<file path="config.mk">
export PLATFORM = sky130hd
export DESIGN_NAME = game_mode_fsm
export DESIGN_NICKNAME = d
export VERILOG_FILES = /design/src/rtl/game_mode_fsm.sv
export SDC_FILE = /design/constraint.sdc
export NUM_CORES = 1
export LEC_CHECK = 0
export BUFFER_PORTS_ARGS = -buffer_cell sky130_fd_sc_hd__buf_2
export CAP_MARGIN = 20
export CORE_MARGIN = 3
export CORE_UTILIZATION = 30
export CTS_CLUSTER_DIAMETER = 200
export CTS_CLUSTER_SIZE = 14
export DETAILED_ROUTE_END_ITERATION = 8
export GPL_TIMING_DRIVEN = 0
export MAX_ROUTING_LAYER = met4
export PLACE_DENSITY = 0.56
export SETUP_SLACK_MARGIN = 0.05
export SYNTH_ARGS = -nofsm -noshare
export SYNTH_HDL_FRONTEND = slang
export SYNTH_SLANG_ARGS = --single-unit
</file>
<file path="constraint.sdc">
create_clock -name Clk -period 3.57 [get_ports Clk]
set_input_delay 0.1785 -clock Clk [delete_from_list [all_inputs] [get_ports Clk]]
set_output_delay 0.1785 -clock Clk [all_outputs]
set_load 0.01 [all_outputs]
</file>
<file path="src/rtl/game_mode_fsm.sv">
// Keyboard-driven mode controller: menu, play, pause and game-over screens
// for NUM_GAMES games, reacting only to key press edges across NUM_KEYS slots.
module game_mode_fsm #(
  parameter int          NUM_GAMES   = 2,
  parameter int          NUM_KEYS    = 2,
  parameter logic [7:0]  KEY_BASE    = 8'h1E,
  parameter logic [7:0]  KEY_EXIT    = 8'h29,
  parameter logic [7:0]  KEY_PAUSE   = 8'h13,
  parameter int          OVER_CYCLES = 120
) (
  input  logic                    Clk,
  input  logic                    Reset,
  input  logic [8*NUM_KEYS-1:0]   keycodes,
  input  logic                    game_over,
  output logic                    menu_active,
  output logic [NUM_GAMES-1:0]    game_sel,
  output logic                    paused,
  output logic                    over,
  output logic                    game_start
);

  // state   | meaning
  // START   | menu shown, waiting for a game key
  // PLAY    | selected game running
  // PAUSE   | selected game frozen
  // OVER    | game-over screen, timed return to START
  localparam logic [1:0] START = 2'd0;
  localparam logic [1:0] PLAY  = 2'd1;
  localparam logic [1:0] PAUSE = 2'd2;
  localparam logic [1:0] OVER  = 2'd3;

  localparam int SEL_W  = (NUM_GAMES > 1) ? $clog2(NUM_GAMES) : 1;
  localparam int CNT_W  = (OVER_CYCLES > 1) ? $clog2(OVER_CYCLES) : 1;
  localparam int NW     = NUM_GAMES + 2;
  localparam int IX_EXIT  = NUM_GAMES;
  localparam int IX_PAUSE = NUM_GAMES + 1;
  localparam logic [CNT_W-1:0] CNT_LAST = CNT_W'(OVER_CYCLES - 1);

  logic [1:0]       state, state_nxt;
  logic [SEL_W-1:0] sel, sel_nxt;
  logic [CNT_W-1:0] cnt, cnt_nxt;
  logic             start_nxt;
  logic [NW-1:0]    held, prev_held, press;
  logic             game_hit;
  logic [SEL_W-1:0] game_idx;

  function automatic logic [7:0] watch_code(input int j);
    if (j < NUM_GAMES)  return KEY_BASE + 8'(j);
    else if (j == IX_EXIT) return KEY_EXIT;
    else                return KEY_PAUSE;
  endfunction

  always_comb begin
    held = '0;
    for (int j = 0; j < NW; j++)
      for (int k = 0; k < NUM_KEYS; k++)
        if (keycodes[8*k +: 8] == watch_code(j)) held[j] = 1'b1;
  end

  assign press = held & ~prev_held;

  // Descending scan so the lowest pressed game index is the one kept.
  always_comb begin
    game_hit = 1'b0;
    game_idx = '0;
    for (int i = NUM_GAMES - 1; i >= 0; i--)
      if (press[i]) begin
        game_hit = 1'b1;
        game_idx = SEL_W'(i);
      end
  end

  always_comb begin
    state_nxt = state;
    sel_nxt   = sel;
    cnt_nxt   = '0;
    start_nxt = 1'b0;
    case (state)
      START: begin
        if (game_hit) begin
          state_nxt = PLAY;
          sel_nxt   = game_idx;
          start_nxt = 1'b1;
        end
      end
      PLAY: begin
        if (press[IX_EXIT])       state_nxt = START;
        else if (game_over)       state_nxt = OVER;
        else if (press[IX_PAUSE]) state_nxt = PAUSE;
      end
      PAUSE: begin
        if (press[IX_EXIT])       state_nxt = START;
        else if (press[IX_PAUSE]) state_nxt = PLAY;
      end
      OVER: begin
        cnt_nxt = cnt + CNT_W'(1);
        if (press[IX_EXIT] || cnt == CNT_LAST) begin
          state_nxt = START;
          cnt_nxt   = '0;
        end
      end
      default: state_nxt = START;
    endcase
  end

  // prev_held resets to all ones so keys held through reset must be re-pressed.
  always_ff @(posedge Clk) begin
    if (Reset) begin
      state      <= START;
      sel        <= '0;
      cnt        <= '0;
      game_start <= 1'b0;
      prev_held  <= '1;
    end else begin
      state      <= state_nxt;
      sel        <= sel_nxt;
      cnt        <= cnt_nxt;
      game_start <= start_nxt;
      prev_held  <= held;
    end
  end

  assign menu_active = (state == START);
  assign paused      = (state == PAUSE);
  assign over        = (state == OVER);
  assign game_sel    = (state == START) ? '0 : (NUM_GAMES'(1) << sel);

endmodule

</file>
* Yosys cells after proc, flatten, opt, wreduce, memory -nomap -nowiden
Cells that the tools add are included.
Word-level totals: bits in registers 15, input port bits 19
Cells by class: reductions and logical operators 6, shifts and indexed selects 1, equality and inequality tests 16, add/subtract/negate cells 1, bitwise logic cells 4, multiplexer cells 21
Operators by type and width (number):
- == test 8 x 5 -> 1 bit, second input constant | 6
- == test 8 x 6 -> 1 bit, second input constant | 2
- two-way mux 2 bit | 8
- two-way mux 1 bit | 12
- case mux 2 bit (4 select lines) | 1
- adder 7 x 1 -> 7 bit, second input constant | 1
- == test 7 bit, second input constant | 1
- AND 4 bit | 1
- == test 2 bit, second input constant | 2
- != test 2 x 1 -> 1 bit, second input constant | 2
- != test 4 bit, second input constant | 1
- NOT 4 bit | 1
- AND reduction 4 bit | 1
- != test 3 x 1 -> 1 bit, second input constant | 1
- OR reduction 3 bit | 1
- == test 2 x 1 -> 1 bit, second input constant | 1
- zero test 2 bit | 1
- NOT 1 bit | 2
- AND reduction 2 bit | 1
- OR reduction 2 bit | 1
- << shifter 1 x 1 -> 2 bit, first input constant | 1
- logical OR 1 bit | 1

* Longest topological paths before layout
Gate-level depths: netlist of the first run.
depth in word-level cells 8, mapped depth 6, mapped depth without buffers 6

* Worst setup path before layout of the first run
OpenSTA, ideal clock, no wires.
path type input to register, start input port keycodes[10], end register state[0], slack 1.986 ns, buffers on the path 0, required time 3.498 ns, arrival time 1.512 ns, setup time 0.072 ns, stages 6, cell sequence or4b_4 > nand2b_4 > a21oi_4 > nor3b_2 > a221oi_2 > mux2i_1
On the way: longest elaborated chain between the ends 7
RTL lines:
- start, declared | line 13 | input logic [8*NUM_KEYS-1:0] keycodes,
- == test 8 x 5 -> 1 bit | line 57 | if (keycodes[8*k +: 8] == watch_code(j)) held[j] = 1'b1;
- two-way mux 1 bit | line 57
- AND 4 bit * | line 60 | assign press = held & ~prev_held;
- two-way mux 1 bit (2 in a row) | line 67 | if (press[i]) begin
- != test 2 x 1 -> 1 bit (no line)
- AND reduction 4 bit (no line)
- end signal, assigned | line 115 | state <= state_nxt;
- end, declared | line 39 | logic [1:0] state, state_nxt;
Mark *: on every way between the ends. The rest lies on a longest branch, timed or not. A chain may end at the register's enable or synchronous reset.

* Worst setup path in the final report of the first run
start register cnt[0], end register state[0]
On the way: longest elaborated chain between the ends 4
RTL lines:
- start, declared | line 41 | logic [CNT_W-1:0] cnt, cnt_nxt;
- start signal, assigned | line 117 | cnt <= cnt_nxt;
- == test 7 bit | line 97 | if (press[IX_EXIT] || cnt == CNT_LAST) begin
- logical OR 1 bit | line 97
- != test 2 x 1 -> 1 bit (no line)
- AND reduction 4 bit (no line)
Every way passes these cells.

==> impl_table.tex, run 1 <==
\begin{tabular}{lr}
\hline
Metric & Value \\
\hline
\multicolumn{2}{l}{\textbf{Timing}} \\
\quad Fin crit share & 46.2\% \\
\quad Worst clock skew & 0.00891 ns \\
\quad Final-report hold violation count & 0 \\
\quad Setup TNS Final & 0 ns \\
\quad Post-layout minimum cycle time & 1.65 ns \\
\quad Final number of max-transition violations & 0 \\
\quad Endpoints failing setup & 0 \\
\quad Normalized max-slew margin & 67.9\% \\
\quad Min Hold Slack & 0.213 ns \\
\quad Post-route worst setup slack & 1.92 ns \\
\quad Setup repair after global routing missed its margin & no \\
\quad Upper clock frequency limit & 607 MHz \\
\quad Transition time of the tightest slew-check pin & 0.480 ns \\
\multicolumn{2}{l}{\textbf{Logic synthesis}} \\
\quad Post-synthesis instance total & 86 \\
\quad Most area-hungry cell type in the Yosys netlist & sky130\_fd\_sc\_hd\_\_dfxtp\_1 \\
\quad Sequential share of the synthesized area & 37.8\% \\
\quad Synthesized flop and latch total & 15 \\
\quad Syn. warnings & 0 \\
\quad Most frequently used flop master after synthesis & sky130\_fd\_sc\_hd\_\_dfxtp\_1 \\
\quad Ys async rst share & 0\% \\
\quad Area share of the leading cell type in the synthesized netlist & 37.8\% \\
\quad Avg Synthesized Cell Area & 9.24 µm² \\
\quad Cell area after technology mapping & 795 µm² \\
\quad Distinct cells, synth & 36 \\
\quad Synthesized net count & 106 \\
\quad Leading post-synthesis cells by cell area & sky130\_fd\_sc\_hd\_\_dfxtp\_1, sky130\_fd\_sc\_hd\_\_nor2\_1, sky130\_fd\_sc\_hd\_\_nor4bb\_1, sky130\_fd\_sc\_hd\_\_xnor2\_1, sky130\_fd\_sc\_hd\_\_a21oi\_1 \\
\quad Count of flip-flops with a built-in enable after synthesis & 0 \\
\multicolumn{2}{l}{\textbf{Critical path}} \\
\quad Worst setup path category & flop to flop \\
\quad CP Capture Type & flop \\
\quad Origin of the critical flop-to-flop path & cnt[0] \\
\quad Data arrival time of the worst path & 1.87 ns \\
\quad Highest-delay cell along the critical path & sky130\_fd\_sc\_hd\_\_dfxtp\_1 \\
\quad Crit-path cells & ha\_1 > nand3\_1 > o31ai\_1 > a21oi\_1 > a221oi\_2 > mux2i\_1 \\
\quad Worst R2R Path Depth & 6 \\
\quad Endpoint of the lowest-slack register-to-register path & state[0] \\
\quad Largest incremental delay on the critical path & 0.36 ns \\
\quad Register-to-register path setup slack & 1.92 ns \\
\quad Maximum net fanout on the critical path & 3 \\
\quad Required time at the endpoint of the critical path & 3.80 ns \\
\quad Startpoint kind of the worst setup timing path & flop \\
\multicolumn{2}{l}{\textbf{Placed design}} \\
\quad HPWL Detailed & 1320 µm \\
\quad Total cell area at the placement stage & 947 µm² \\
\quad Worst setup slack after placement & 1.78 ns \\
\quad GP Congestion & 0.720 \\
\quad IO Port Bufs & 23 \\
\multicolumn{2}{l}{\textbf{Pwr}} \\
\quad Switching share of power & 26.7\% \\
\quad Sequential cell fraction of total power & 53.5\% \\
\quad Pleak & 0.000373 µW \\
\quad Max VDD drop & 0.197 mV \\
\quad Int Power & 245 µW \\
\quad Clock share of power & 29.4\% \\
\quad Combinational share of power & 17.1\% \\
\quad Pwr/cell area & 343 nW/µm² \\
\quad Reported net switching power & 89.0 µW \\
\quad Post-route total power & 334 µW \\
\multicolumn{2}{l}{\textbf{Clock network}} \\
\quad Gates resized, CTS repair & 0 \\
\quad Number of buffers on the longest clock path & 2 \\
\quad CTS clk-pin slew, worst paths & 0.09 ns \\
\quad Root Driver & sky130\_fd\_sc\_hd\_\_clkbuf\_4 \\
\quad Clock Latency Late Sink & 0.29 ns \\
\quad CTS tree & done \\
\quad Postcts setup bufs & 0 \\
\quad Total of hold buffers inserted after clock tree synthesis & 0 \\
\quad Sink Count & 15 \\
\quad Maximum level of the CTS H-tree & 1 \\
\quad Number of clock buffers inserted by TritonCTS & 3 \\
\multicolumn{2}{l}{\textbf{Die}} \\
\quad FP Rows & 18 \\
\quad Die area & 3300 µm² \\
\quad Initial core utilization & 31.8\% \\
\quad Number of ports placed on the die boundary & 25 \\
\quad Total core area & 2500 µm² \\
\quad Die Span Y & 57.5 µm \\
\quad Width of the die & 57.5 µm \\
\multicolumn{2}{l}{\textbf{Layout}} \\
\quad Net count of the finished layout & 134 \\
\quad Layout Area Growth over Synthesis & 22.5\% \\
\quad N\_diodes & 0 \\
\quad Final standard cell area without fillers & 973 µm² \\
\quad Layout cells sized above 1 & 29.2\% \\
\quad Fill cell total of the finished layout & 262 \\
\multicolumn{2}{l}{\textbf{Drt}} \\
\quad Vias per std cell & 4.88 \\
\quad Routed wirelength normalized by instance count & 11.4 µm \\
\quad Number of nets with antenna violations after detailed routing & 0 \\
\quad DRC violations left & 0 \\
\quad Total wire length after detailed routing & 1630 µm \\
\quad Detailed router's first-iteration violation count & 24 \\
\quad Total number of vias & 698 \\
\quad Count of TritonRoute iterations in the first routing pass & 4 \\
\multicolumn{2}{l}{\textbf{Run status}} \\
\quad Run status & finished, final reports clean \\
\multicolumn{2}{l}{\textbf{Job}} \\
\quad \# Max-Cap Violations & 0 \\
\multicolumn{2}{l}{\textbf{Global route}} \\
\quad Antenna violations before repair & 0 \\
\quad Global-route wire length before repair & 2820 µm \\
\quad Largest net degree at the start of global routing & 11 \\
\quad Grt total ovfl & 0 \\
\quad Number of global-route vias before repair & 677 \\
\quad Global-route total usage across every layer & 11.4\% \\
\multicolumn{2}{l}{\textbf{Hold path}} \\
\quad Hold depth & 3 \\
\quad End of the worst hold path & prev\_held[1] \\
\quad Hold Crit Class & input port to flop \\
\quad Min-delay src & keycodes[0] \\
\hline
\end{tabular}
## cell type report
class / count / area [µm²] / share of cell area [%]
flip-flops and latches: 15 / 300 / 30.8
inverters: 1 / 3.75 / 0.386
well taps: 30 / 37.5 / 3.86
repair buffers: 23 / 115 / 11.8
plain buffers: 2 / 8.76 / 0.900
clock buffers: 4 / 26.3 / 2.70
multi-input cells: 68 / 482 / 49.5
## metrics by stage
stage / utilization, % / instances
2_1_floorplan: - / 86
3_3_place_gp: 37.9 / 139
3_5_place_dp: 37.9 / 139
4_1_cts: 38.9 / 143
5_1_grt: 38.9 / 143
6_report: 38.9 / 143
## worst max-delay path, delay by kind of cell, from the launching register on
kind | cells | cell delay [ns]
AO/OA/AOI/OAI | 3 | 0.71
adder cells (fa/ha/maj) | 1 | 0.21
flip-flops | 1 | 0.36
multiplexers | 1 | 0.20
AND/OR/NAND/NOR | 1 | 0.11
## cells in the mapped netlist, types with 2 or more instances
master                     count
sky130_fd_sc_hd__dfxtp_1      15
sky130_fd_sc_hd__nand4_1       2
sky130_fd_sc_hd__nand4b_1      2
sky130_fd_sc_hd__nand2b_1      3
sky130_fd_sc_hd__nand3_1       3
sky130_fd_sc_hd__nand3b_1      3
sky130_fd_sc_hd__a21oi_1       5
sky130_fd_sc_hd__nand2_1       3
sky130_fd_sc_hd__nor4bb_1      4
sky130_fd_sc_hd__nor2b_1       4
sky130_fd_sc_hd__xor2_1        2
sky130_fd_sc_hd__xnor2_1       3
sky130_fd_sc_hd__nor2_1       14
## registers in the layout, summed over array words and instances, names as in the netlist
signal,cells
cnt,7
prev_held,4
state,2
game_start,1
sel,1
## cell usage in the layout (no fill, tap or decap)
cell type	synthesis	final
sky130_fd_sc_hd__nand2_1	3	3
sky130_fd_sc_hd__ha_1	1	1
sky130_fd_sc_hd__nor4bb_1	4	4
sky130_fd_sc_hd__a221oi_2	1	1
sky130_fd_sc_hd__xor2_1	2	2
sky130_fd_sc_hd__or4bb_1	1	1
sky130_fd_sc_hd__or3_1	1	1
sky130_fd_sc_hd__buf_1	1	1
sky130_fd_sc_hd__and4bb_2	1	1
sky130_fd_sc_hd__clkbuf_4	0	3
sky130_fd_sc_hd__nand3_1	3	3
sky130_fd_sc_hd__o21a_1	1	1
sky130_fd_sc_hd__inv_1	1	1
sky130_fd_sc_hd__a211oi_1	1	1
sky130_fd_sc_hd__a21oi_1	5	5
sky130_fd_sc_hd__mux2i_1	1	1
sky130_fd_sc_hd__nor4b_1	1	1
sky130_fd_sc_hd__o31ai_1	1	1
sky130_fd_sc_hd__o21ai_0	1	1
sky130_fd_sc_hd__and2_1	1	1
sky130_fd_sc_hd__buf_2	1	24
sky130_fd_sc_hd__nor4_1	1	1
sky130_fd_sc_hd__a221oi_1	1	1
sky130_fd_sc_hd__xnor2_1	3	3
sky130_fd_sc_hd__nand2b_1	3	3
sky130_fd_sc_hd__nor2_1	14	14
sky130_fd_sc_hd__o21bai_1	1	1
sky130_fd_sc_hd__nand4_1	2	2
sky130_fd_sc_hd__a21oi_4	1	1
sky130_fd_sc_hd__nand4b_1	2	2
sky130_fd_sc_hd__dfxtp_1	15	15
sky130_fd_sc_hd__nand2b_4	1	1
sky130_fd_sc_hd__a2bb2oi_1	1	1
sky130_fd_sc_hd__or4b_4	1	1
sky130_fd_sc_hd__nor2b_1	4	4
sky130_fd_sc_hd__clkbuf_1	0	1
sky130_fd_sc_hd__nor3b_2	1	1
sky130_fd_sc_hd__nand3b_1	3	3
## worst max-delay path by stage
stage | startpoint | end | slack [ns] | cells past startpoint
2_1_floorplan | keycodes[10] | state[0] | 1.99 | 6
3_3_place_gp | keycodes[10] | state[0] | 1.79 | 7
6_report | cnt[0] | state[0] | 1.92 | 6
5_1_grt | cnt[0] | state[0] | 1.71 | 6
3_5_place_dp | keycodes[10] | state[0] | 1.78 | 7
4_1_cts | cnt[0] | state[0] | 1.94 | 6
## kinds of logic (layout without fill, tap and decap cells)
| group | Yosys count | in the layout | share of synthesized area, % |
|---|---|---|---|
| simple gates | 47 | 47 | 38.6 |
| flops | 15 | 15 | 37.8 |
| compound gates | 14 | 14 | 13.7 |
| xor+xnor | 5 | 5 | 5.51 |
| buf+inv | 3 | 30 | 1.57 |
| fa+ha+maj | 1 | 1 | 1.57 |
| mux | 1 | 1 | 1.26 |
## power by group through the flow
stage	clock network (µW)	logic (µW)	registers [µW]
after floorplan	0	34.9	181
after global placement	0	55.1	182
after detailed placement	0	56.5	183
after CTS	105	57.1	179
after global routing	111	64.1	180
final	98.1	57.2	179
## metal layers
layer	vias to the layer above	global-route usage [%]	routed length (µm)
li1	369	-	-
met1	320	12.5	726
met2	9	19.0	825
met3	0	4.07	75
met4	0	3.97	0
met5	-	-	0
(Power assumes the default switching activity.)
==> run 2, diff against run 1 <==
PLACE_DENSITY = 0.58   (was 0.56)
clock period = 1.36 ns   (was 3.57 ns; I/O delays follow)
==> run 2 against run 1 <==
  * Clock skew fell by 0.0054 ns
  * Non-clock buffer count is 4 higher
  * The run now ends with setup timing left
  * Hold slack got worse by 0.11 ns
  * Critical endpoint unchanged
  * Critical path depth rose by 1
  * Count of clock-buffer cells in the layout is 1 lower
  * Largest power group unchanged
==> impl_table.tex, run 2 (synthesis gave the netlist of run 1 again) <==
\begin{tabular}{lr}
\hline
Metric & Value \\
\hline
\multicolumn{2}{l}{\textbf{Pwr}} \\
\quad Int Power & 649 µW (+170\%) \\
\quad Max VDD drop & 0.654 mV (+230\%) \\
\quad Post-route total power & 893 µW (+170\%) \\
\quad Reported net switching power & 243 µW (+170\%) \\
\quad Pwr/cell area & 798 nW/µm² (+130\%) \\
\quad Switching share of power & 27.3\% (+0.62 points) \\
\quad Clock share of power & 28.4\% (-1.0 points) \\
\quad Sequential cell fraction of total power & 53.6\% (about the same) \\
\quad Pleak & 0.000406 µW (+9.0\%) \\
\quad Combinational share of power & 18.0\% (+0.9 points) \\
\multicolumn{2}{l}{\textbf{Timing}} \\
\quad Endpoints failing setup & 1 (+1) \\
\quad Normalized max-slew margin & 73.8\% (+5.9 points) \\
\quad Setup repair after global routing missed its margin & yes \\
\quad Final-report hold violation count & 0 (unchanged) \\
\quad Post-layout minimum cycle time & 1.41 ns \\
\quad Fin crit share & 104\% \\
\quad Transition time of the tightest slew-check pin & 0.388 ns (-0.0924 ns) \\
\quad Final number of max-transition violations & 0 (unchanged) \\
\quad Upper clock frequency limit & 710 MHz \\
\quad Post-route worst setup slack & -0.0481 ns (-1.97 ns) \\
\quad Worst clock skew & 0.00356 ns (-0.00535 ns) \\
\quad Setup TNS Final & -0.0481 ns (-0.0481 ns) \\
\multicolumn{2}{l}{\textbf{Clock network}} \\
\quad CTS tree & done \\
\quad Maximum level of the CTS H-tree & 1 (unchanged) \\
\quad Clock Latency Late Sink & 0.29 ns (about the same) \\
\quad Sink Count & 15 (unchanged) \\
\quad Number of buffers on the longest clock path & 2 (unchanged) \\
\quad CTS clk-pin slew, worst paths & 0.08 ns (about the same) \\
\quad Root Driver & sky130\_fd\_sc\_hd\_\_clkbuf\_4 \\
\quad Number of clock buffers inserted by TritonCTS & 3 (unchanged) \\
\multicolumn{2}{l}{\textbf{Critical path}} \\
\quad Data arrival time of the worst path & 1.62 ns (-0.25 ns) \\
\quad Startpoint kind of the worst setup timing path & input port \\
\quad Worst R2R Path Depth & 6 (unchanged) \\
\quad Maximum net fanout on the critical path & 4 (+1) \\
\quad Required time at the endpoint of the critical path & 1.57 ns (-2.23 ns) \\
\quad Worst setup path category & input port to flop \\
\quad Register-to-register path setup slack & -0.04 ns (-1.96 ns) \\
\quad CP Capture Type & flop \\
\quad Origin of the critical flop-to-flop path & cnt[1] \\
\quad Endpoint of the lowest-slack register-to-register path & state[0] \\
\multicolumn{2}{l}{\textbf{Die}} \\
\quad Width of the die & 57.5 µm (unchanged) \\
\quad Number of ports placed on the die boundary & 25 (unchanged) \\
\quad FP Rows & 18 (unchanged) \\
\quad Die Span Y & 57.5 µm (unchanged) \\
\quad Die area & 3300 µm² (unchanged) \\
\quad Initial core utilization & 31.8\% (unchanged) \\
\quad Total core area & 2500 µm² (unchanged) \\
\multicolumn{2}{l}{\textbf{Drt}} \\
\quad Routed wirelength normalized by instance count & 12.0 µm (+5.7\%) \\
\quad Number of nets with antenna violations after detailed routing & 0 (unchanged) \\
\quad Total number of vias & 726 (+4.0\%) \\
\quad Count of TritonRoute iterations in the first routing pass & 4 (unchanged) \\
\quad DRC violations left & 0 (unchanged) \\
\quad Total wire length after detailed routing & 1770 µm (+8.7\%) \\
\quad Detailed router's first-iteration violation count & 14 (-42\%) \\
\quad Vias per std cell & 4.94 (+1.2\%) \\
\multicolumn{2}{l}{\textbf{Hold path}} \\
\quad Min-delay src & keycodes[0] \\
\quad Hold depth & 3 (unchanged) \\
\quad End of the worst hold path & prev\_held[1] \\
\quad Hold Crit Class & input port to flop \\
\multicolumn{2}{l}{\textbf{Layout}} \\
\quad Register containing the most flip-flops in the final layout & cnt \\
\quad Most frequent standard cell in the layout excluding fill and tap cells & sky130\_fd\_sc\_hd\_\_buf\_2 \\
\quad Highest-count cells in the layout ignoring fill and taps & sky130\_fd\_sc\_hd\_\_buf\_2, sky130\_fd\_sc\_hd\_\_dfxtp\_1, sky130\_fd\_sc\_hd\_\_nor2\_1, sky130\_fd\_sc\_hd\_\_nor2\_4 \\
\quad Final standard cell area without fillers & 1120 µm² (+15\%) \\
\quad Layout Area Growth over Synthesis & 40.8\% \\
\quad Net count of the finished layout & 138 (+3.0\%) \\
\quad Fill cell total of the finished layout & 246 (-6.1\%) \\
\quad Finished Layout Cells & 147 (+2.8\%) \\
\quad Biggest regs & cnt x7, prev\_held x4, state x2 \\
\quad N\_diodes & 0 (unchanged) \\
\quad Layout cells sized above 1 & 47.9\% (+19 points) \\
\quad Number of flip-flops under the largest register name & 7 (unchanged) \\
\multicolumn{2}{l}{\textbf{Placed design}} \\
\quad Total cell area at the placement stage & 947 µm² (unchanged) \\
\quad Worst setup slack after placement & -0.338 ns (-2.12 ns) \\
\quad HPWL Detailed & 1300 µm (-1.2\%) \\
\quad Inst Count DP & 139 (unchanged) \\
\quad IO Port Bufs & 23 (unchanged) \\
\quad GP Congestion & 0.759 (+5.5\%) \\
\multicolumn{2}{l}{\textbf{Job}} \\
\quad \# Max-Cap Violations & 0 (unchanged) \\
\multicolumn{2}{l}{\textbf{Global route}} \\
\quad Global-route total usage across every layer & 12.0\% (+0.56 points) \\
\quad Number of global-route vias before repair & 732 (+8.1\%) \\
\quad Global-route wire length before repair & 2960 µm (+4.9\%) \\
\quad Antenna violations before repair & 0 (unchanged) \\
\quad Grt total ovfl & 0 (unchanged) \\
\quad Largest net degree at the start of global routing & 11 (unchanged) \\
\multicolumn{2}{l}{\textbf{Run status}} \\
\quad Violated checks & setup timing \\
\quad Run status & finished, violations left \\
\hline
\end{tabular}
[run 2: power by group through the flow]
stage | combinational (µW) | clock, µW | sequential (µW)
2_1_floorplan | 91.6 | 0 | 476
3_3_place_gp | 145 | 0 | 479
3_5_place_dp | 149 | 0 | 480
4_1_cts | 151 | 269 | 470
5_1_grt | 176 | 291 | 482
6_report | 161 | 254 | 478
[run 2: area by class of cell]
| class | count | area [µm²] | share of cell area [%] |
|---|---|---|---|
| multi-input combinational | 68 | 582 | 52.0 |
| sequential | 15 | 308 | 27.5 |
| timing repair buffer | 27 | 145 | 13.0 |
| tap | 30 | 37.5 | 3.36 |
| clock buffer | 3 | 22.5 | 2.01 |
| buffer | 2 | 15.0 | 1.34 |
| clock inverter | 1 | 5.00 | 0.447 |
| inverter | 1 | 3.75 | 0.336 |
[run 2: through the flow]
stage / utilization, % / hold slack [ns]
2_1_floorplan: - / 0.256
3_3_place_gp: 37.9 / 0.390
3_5_place_dp: 37.9 / 0.383
4_1_cts: 42.0 / 0.0825
5_1_grt: 44.7 / 0.0845
6_report: 44.7 / 0.102
[run 2: timing repair]
item,4_1_cts,5_1_grt
gates cloned,0,0
resized for setup,10,21
hold endpoints to repair,0,0
buffers inserted,4,0
pin swaps,3,6
endpoints found under the setup margin,12,13
hold buffers,0,0
[run 2: metal layers]
| metal | wire, µm | vias up | track usage (%) |
|---|---|---|---|
| met5 | 0 | - | - |
| met1 | 679 | 335 | 11.8 |
| met2 | 984 | 10 | 21.8 |
| li1 | - | 377 | - |
| met4 | 27 | 0 | 3.97 |
| met3 | 76 | 4 | 4.07 |
[run 2: worst max path at each step]
| stage | from | endpoint | depth (start not counted) |
|---|---|---|---|
| floorplan | keycodes[10] | state[0] | 6 |
| global placement | keycodes[10] | state[0] | 7 |
| detailed placement | keycodes[10] | state[0] | 7 |
| CTS | keycodes[10] | state[0] | 7 |
| global route | cnt[1] | state[0] | 6 |
| finish | keycodes[10] | state[0] | 7 |
[run 2: worst max-delay path, cell delays in order]
cell and delay [ns]:
sky130_fd_sc_hd__buf_2 0.10, sky130_fd_sc_hd__or4b_4 0.53, sky130_fd_sc_hd__nand2b_4 0.17, sky130_fd_sc_hd__a21oi_4 0.17
sky130_fd_sc_hd__nor3b_2 0.09, sky130_fd_sc_hd__a221oi_2 0.26, sky130_fd_sc_hd__mux2i_1 0.22
